**config.mk**
```make
export PLATFORM = sky130hd
export DESIGN_NAME = ppu_oam_dma_flat
export DESIGN_NICKNAME = d
export VERILOG_FILES = /design/src/rtl/ppu_pkg.sv /design/src/rtl/ppu_oam_dma_if.sv /design/src/rtl/ppu_oam_dma.sv /design/src/flat_wrapper.sv
export SDC_FILE = /design/constraint.sdc
export NUM_CORES = 1
export LEC_CHECK = 0
export BUFFER_PORTS_ARGS = -buffer_cell sky130_fd_sc_hd__clkbuf_2
export CORE_MARGIN = 2
export CORE_UTILIZATION = 45
export DETAILED_ROUTE_END_ITERATION = 12
export PLACE_DENSITY = 0.75
export SYNTH_ARGS = -nofsm -noshare
export SYNTH_HDL_FRONTEND = slang
export SYNTH_SLANG_ARGS = --single-unit
```
**constraint.sdc**
```tcl
create_clock -name cpu_clk -period 2 [get_ports cpu_clk]
set_clock_uncertainty 0.15 [all_clocks]
set_input_delay 0.4 -clock cpu_clk [delete_from_list [all_inputs] [get_ports cpu_clk]]
set_output_delay 0.4 -clock cpu_clk [all_outputs]
set_load 0.1 [all_outputs]
```
**src/rtl/ppu_pkg.sv**
```systemverilog
// Shared PPU definitions: OAM DMA state encoding and trigger address.
// Imported by the OAM DMA engine and the PPU top.
package ppu_pkg;

  localparam logic [15:0] OAM_DMA_ADDR = 16'h4014;

  typedef enum logic [2:0] {
    DMA_IDLE,
    DMA_HALT,
    DMA_ALIGN,
    DMA_READ,
    DMA_WRITE
  } dma_state_t;

endpackage

```
**src/rtl/ppu_oam_dma_if.sv**
```systemverilog
// OAM DMA bus bundle: CPU bus decode, DMA memory read path, OAM write port.
// master = bus/memory/PPU side, slave = DMA engine.
interface ppu_oam_dma_if #(
  parameter int OAM_AW = 8
);
  logic [15:0]       bus_addr;
  logic [7:0]        bus_din;
  logic              bus_wr;
  logic [7:0]        mem_din;
  logic              dma_hijack;
  logic [15:0]       dma_addr;
  logic              dma_rd;
  logic              oam_we;
  logic [OAM_AW-1:0] oam_waddr;
  logic [7:0]        oam_wdata;

  modport master (
    output bus_addr, bus_din, bus_wr, mem_din,
    input  dma_hijack, dma_addr, dma_rd,
    input  oam_we, oam_waddr, oam_wdata
  );

  modport slave (
    input  bus_addr, bus_din, bus_wr, mem_din,
    output dma_hijack, dma_addr, dma_rd,
    output oam_we, oam_waddr, oam_wdata
  );
endinterface

```
**src/rtl/ppu_oam_dma.sv**
```systemverilog
// Sprite OAM DMA: copies XFER_LEN bytes of CPU page into OAM, halting the CPU.
// Ports: cpu_clk, reset, odd_or_even, stall, oam_base, done, bus (slave).
module ppu_oam_dma
  import ppu_pkg::*;
#(
  parameter logic [15:0] TRIGGER_ADDR = OAM_DMA_ADDR,
  parameter int          XFER_LEN     = 256,
  parameter int          OAM_AW       = 8
) (
  input  logic              cpu_clk,
  input  logic              reset,
  input  logic              odd_or_even,
  input  logic              stall,
  input  logic [OAM_AW-1:0] oam_base,
  output logic              done,
  ppu_oam_dma_if.slave      bus
);

  localparam int IW = (XFER_LEN > 1) ? $clog2(XFER_LEN) : 1;

  dma_state_t        state, state_n;
  logic [7:0]        page;
  logic [OAM_AW-1:0] base;
  logic [IW-1:0]     idx;
  logic [15:0]       addr_q;
  logic              done_q;
  logic              trig, last, rd, we;
  logic [15:0]       rd_addr;

  assign trig    = (bus.bus_addr == TRIGGER_ADDR) && !bus.bus_wr;
  assign last    = (idx == IW'(XFER_LEN - 1));
  assign rd_addr = {page, 8'(idx)};

  always_comb begin
    state_n = state;
    rd      = 1'b0;
    we      = 1'b0;
    unique case (state)
      DMA_IDLE: if (trig) state_n = DMA_HALT;
      DMA_HALT:
        if (!stall)
          state_n = odd_or_even ? DMA_ALIGN : DMA_READ;
      DMA_ALIGN: if (!stall) state_n = DMA_READ;
      DMA_READ:
        if (!stall) begin
          rd      = 1'b1;
          state_n = DMA_WRITE;
        end
      DMA_WRITE:
        if (!stall) begin
          we      = 1'b1;
          state_n = last ? DMA_IDLE : DMA_READ;
        end
      default: state_n = DMA_IDLE;
    endcase
  end

  always_ff @(posedge cpu_clk) begin
    if (reset) begin
      state  <= DMA_IDLE;
      page   <= '0;
      base   <= '0;
      idx    <= '0;
      addr_q <= '0;
      done_q <= 1'b0;
    end else begin
      state  <= state_n;
      done_q <= we && last;
      if (state == DMA_IDLE && trig) begin
        page <= bus.bus_din;
        base <= oam_base;
        idx  <= '0;
      end
      if (we) idx <= idx + 1'b1;
      if (rd) addr_q <= rd_addr;
    end
  end

  // Address is live during a read and otherwise holds the last one issued.
  assign bus.dma_hijack = (state != DMA_IDLE);
  assign bus.dma_rd     = rd;
  assign bus.dma_addr   = rd ? rd_addr : addr_q;
  assign bus.oam_we     = we;
  assign bus.oam_waddr  = we ? base + OAM_AW'(idx) : '0;
  assign bus.oam_wdata  = we ? bus.mem_din : 8'h00;
  assign done           = done_q;

endmodule

```
**src/flat_wrapper.sv**
```systemverilog
// flat-port wrapper written by rule: the top's interface ports become plain ports
module ppu_oam_dma_flat import ppu_pkg::*;
#(
  parameter logic [15:0] TRIGGER_ADDR = OAM_DMA_ADDR,
  parameter int          XFER_LEN     = 256,
  parameter int          OAM_AW       = 8
)
  (cpu_clk, reset, odd_or_even, stall, oam_base, done, bus_bus_addr, bus_bus_din, bus_bus_wr, bus_mem_din, bus_dma_hijack, bus_dma_addr, bus_dma_rd, bus_oam_we, bus_oam_waddr, bus_oam_wdata);
  ppu_oam_dma_if #(.OAM_AW(OAM_AW)) bus_i ();
  input  logic cpu_clk;
  input  logic reset;
  input  logic odd_or_even;
  input  logic stall;
  input  logic [OAM_AW-1:0] oam_base;
  output logic done;
  input wire logic [$bits(bus_i.bus_addr)-1:0] bus_bus_addr;
  input wire logic [$bits(bus_i.bus_din)-1:0] bus_bus_din;
  input wire logic [$bits(bus_i.bus_wr)-1:0] bus_bus_wr;
  input wire logic [$bits(bus_i.mem_din)-1:0] bus_mem_din;
  output wire logic [$bits(bus_i.dma_hijack)-1:0] bus_dma_hijack;
  output wire logic [$bits(bus_i.dma_addr)-1:0] bus_dma_addr;
  output wire logic [$bits(bus_i.dma_rd)-1:0] bus_dma_rd;
  output wire logic [$bits(bus_i.oam_we)-1:0] bus_oam_we;
  output wire logic [$bits(bus_i.oam_waddr)-1:0] bus_oam_waddr;
  output wire logic [$bits(bus_i.oam_wdata)-1:0] bus_oam_wdata;
  assign bus_i.bus_addr = bus_bus_addr;
  assign bus_i.bus_din = bus_bus_din;
  assign bus_i.bus_wr = bus_bus_wr;
  assign bus_i.mem_din = bus_mem_din;
  assign bus_dma_hijack = bus_i.dma_hijack;
  assign bus_dma_addr = bus_i.dma_addr;
  assign bus_dma_rd = bus_i.dma_rd;
  assign bus_oam_we = bus_i.oam_we;
  assign bus_oam_waddr = bus_i.oam_waddr;
  assign bus_oam_wdata = bus_i.oam_wdata;
  ppu_oam_dma #(.TRIGGER_ADDR(TRIGGER_ADDR), .XFER_LEN(XFER_LEN), .OAM_AW(OAM_AW)) u_core (.cpu_clk(cpu_clk), .reset(reset), .odd_or_even(odd_or_even), .stall(stall), .oam_base(oam_base), .done(done), .bus(bus_i));
endmodule
```
==> results.toml <==
[outcome]
status = "complete, but fails checks"
violations = "setup timing"

[global_routing]
grt_max_degree = 21
gr-total-overflow = 0
grt_first_pass_wirelength_mm = 12.4
grt_pass1_vias = 2652
antenna_found_initial = 0
grt_util_all_layers_pct = 26.2

[logic_synthesis]
synth_area_leaders = "dfxtp_1 (37%), mux2_2 (7.1%), nor2b_1 (5.0%)"
synth.most_common_cell = "dfxtp_1"
synth-edff-count = 0
synthesis.nets = 322
avgSynthCellArea_um2 = 8.87
synth_top_cell_area_share_pct = 37.1
synth_warnings = 0
synthTopCellsByCount = "dfxtp_1 (44), a21oi_1 (23), o21ai_0 (23)"
yosysSeqAreaShare_pct = 37.1
synth_largest_area_cell = "dfxtp_1"
async_flop_share_pct = 0
syn_area_um2 = 2380
synthFlopType = "dfxtp_1"
ys_seq_elements = 44
yosysUniqueCellTypes = 50
synthCells = 268

[clock_network]
h-tree-depth = 2
path_clk_slew_ns = 0.08
cts_buffers = 5
clockBufferDepth = 2
clock_latency_ns = 0.30
cts_hold_buf = 0
cts_tree = "built"
cts_root_buffer = "clkbuf_8"
cts_sinks = 44

[route]
wl_mm = 8.07
viasPerCell = 5.72
drt-pass1-iter-count = 4
post_drt_wl_per_cell_um = 17.5
drc = 0
drt_iter0_drc = 225
ant_nets = 0
vias = 2643

[sta]
fin_ws_ns = -0.553
hold_viol = 0
rsz0062_at_grt = "true"
worst_slew_pin_slew_ns = 0.538
relSlewSlack_pct = 64.3
min_period_over_period_pct = 128
slew_violations = 0
setup_viol = 34
fmax_mhz = 392
finalCriticalPeriod_ns = 2.55

[critical_path]
rr_worst_depth = 6
crit_path_end_kind = "primary output"
r2r_start = "u_core.state[0]"
crit_fanout = 3
startpoint = "u_core.base[1]"
cp.arrival_ns = 2.00
required_ns = 1.45
crit_type = "reg -> out"
startpoint_type = "flop"

[power_and_ir_drop]
total_power_uw = 1660
peakVddDrop_uv = 536
powerDensity_nw_per_um2 = 397
p_leak_uw = 0.00176

[floorplan]
die_y_um = 76.7
io_pins = 81
initial_core_util_pct = 46.5
die_w_um = 76.7
design.core.area_um2 = 5110
die_area_um2 = 5880
floorplan.rows = 26

[final_layout]
fin_util_pct = 81.9
fin_nets = 445
fin_cells = 462
drive_gt1_share_pct = 52.8
syn_to_final_growth_pct = 75.9
antennaDiodeCount = 0

[placement]
dp_cells = 444
dpl.hpwl_mm = 5.18
place.gp.congestion = 0.830
port-buffer-count = 80

[worst_hold_path]
min_from = "oam_base[1]"
hold_class = "in -> reg"
hold_depth = 3

[flow_run]
drv_cap = 0
registers in the layout, summed over array words and instances (netlist names):
| register | count |
|---|---|
| u_core.page | 8 |
| u_core.addr_q | 16 |
| u_core.base | 8 |
| u_core.done | 1 |
| u_core.state | 3 |
| u_core.idx | 8 |
worst paths after layout:
kind              slack [ns]          endpoint
hold / removal          0.18    u_core.base[1]
setup reg to reg        0.04     u_core.idx[4]
hold reg to reg         0.33    u_core.page[2]
setup / recovery       -0.55  bus_oam_waddr[7]
cell usage in the layout (no fill, tap or decap), types with 2 or more instances in the layout:
cell / count
a211oi_1: 5
a21o_1: 4
a21oi_1: 21
a311oi_1: 4
a31oi_1: 2
and2_4: 10
buf_12: 36
buf_4: 39
buf_6: 12
buf_8: 2
clkbuf_1: 2
clkbuf_2: 45
clkbuf_8: 6
dfxtp_1: 36
dfxtp_2: 6
dfxtp_4: 2
ha_1: 3
ha_4: 4
inv_1: 3
mux2_4: 16
nand2_1: 9
nand2_4: 2
nand2b_1: 3
nand3_1: 18
nand3b_1: 2
nor2_1: 9
nor2_4: 4
nor2b_1: 19
nor3_4: 2
nor3b_1: 2
nor4_1: 2
nor4b_1: 2
o21a_1: 4
o21ai_0: 19
o21ai_2: 3
o31ai_1: 2
or3_1: 3
kinds of logic after synthesis:
kind of cell / count (synthesis) / synth area share, %
AOI/OAI and AO/OA: 76 / 19.8
muxes: 17 / 8.00
xor gates and xnor gates: 4 / 1.47
and+or+nand+nor: 96 / 23.5
buffers and inverters: 22 / 5.10
DFF: 44 / 37.1
adders and majority gates: 9 / 5.05
report_power, final:
part | leakage, µW | switching (µW) | internal [µW]
clock network | 0.0000455 | 286 | 282
logic | 0.00136 | 116 | 95.3
registers | 0.000359 | 3.34 | 878
routing by layer:
layer | track usage, % | part of all wire [%] | up-vias
met5 | 0 | 0 | -
met1 | 27.7 | 36 | 1267
met2 | 49.7 | 53 | 128
met3 | 5.65 | 6.0 | 33
li1 | - | - | 1215
met4 | 10.5 | 4.8 | 0
metrics by stage:
stage | TNS, ns | hold WS (ns) | setup slack (ns) | area (µm²)
6_report | -11.68 | 0.176 | -0.553 | 4180
5_1_grt | -13.33 | 0.190 | -0.630 | 4180
4_1_cts | -11.86 | 0.177 | -0.544 | 4070
3_5_place_dp | -6.18 | 0.314 | -0.418 | 3820
3_3_place_gp | -5.51 | 0.308 | -0.392 | 3820
2_1_floorplan | -5.03 | 0.296 | -0.409 | 2600
critical path: stages, from the launching register on:
cell and delay, ns:
dfxtp_4 0.37, ha_4 0.25, a211oi_4 0.26, o21bai_2 0.12
buf_4 0.16, o22a_1 0.19, o21ai_4 0.16, buf_12 0.19
timing repair:
item / 4_1_cts / 5_1_grt
pin swaps: 13 / 8
resized for setup: 31 / 19
setup endpoints to repair: 35 / 42
setup buffers: 4 / 8
cloned: 1 / 0
endpoints found under the hold margin: 0 / 0
final cells by class:
class / count / area [µm²]
timing repair buffer: 134 / 1400
inverter: 4 / 17.5
multi-input combinational: 202 / 1690
fill: 267 / 925
clock buffer: 8 / 90.1
tap: 70 / 87.6
sequential: 44 / 896
(Power assumes the default switching activity.)
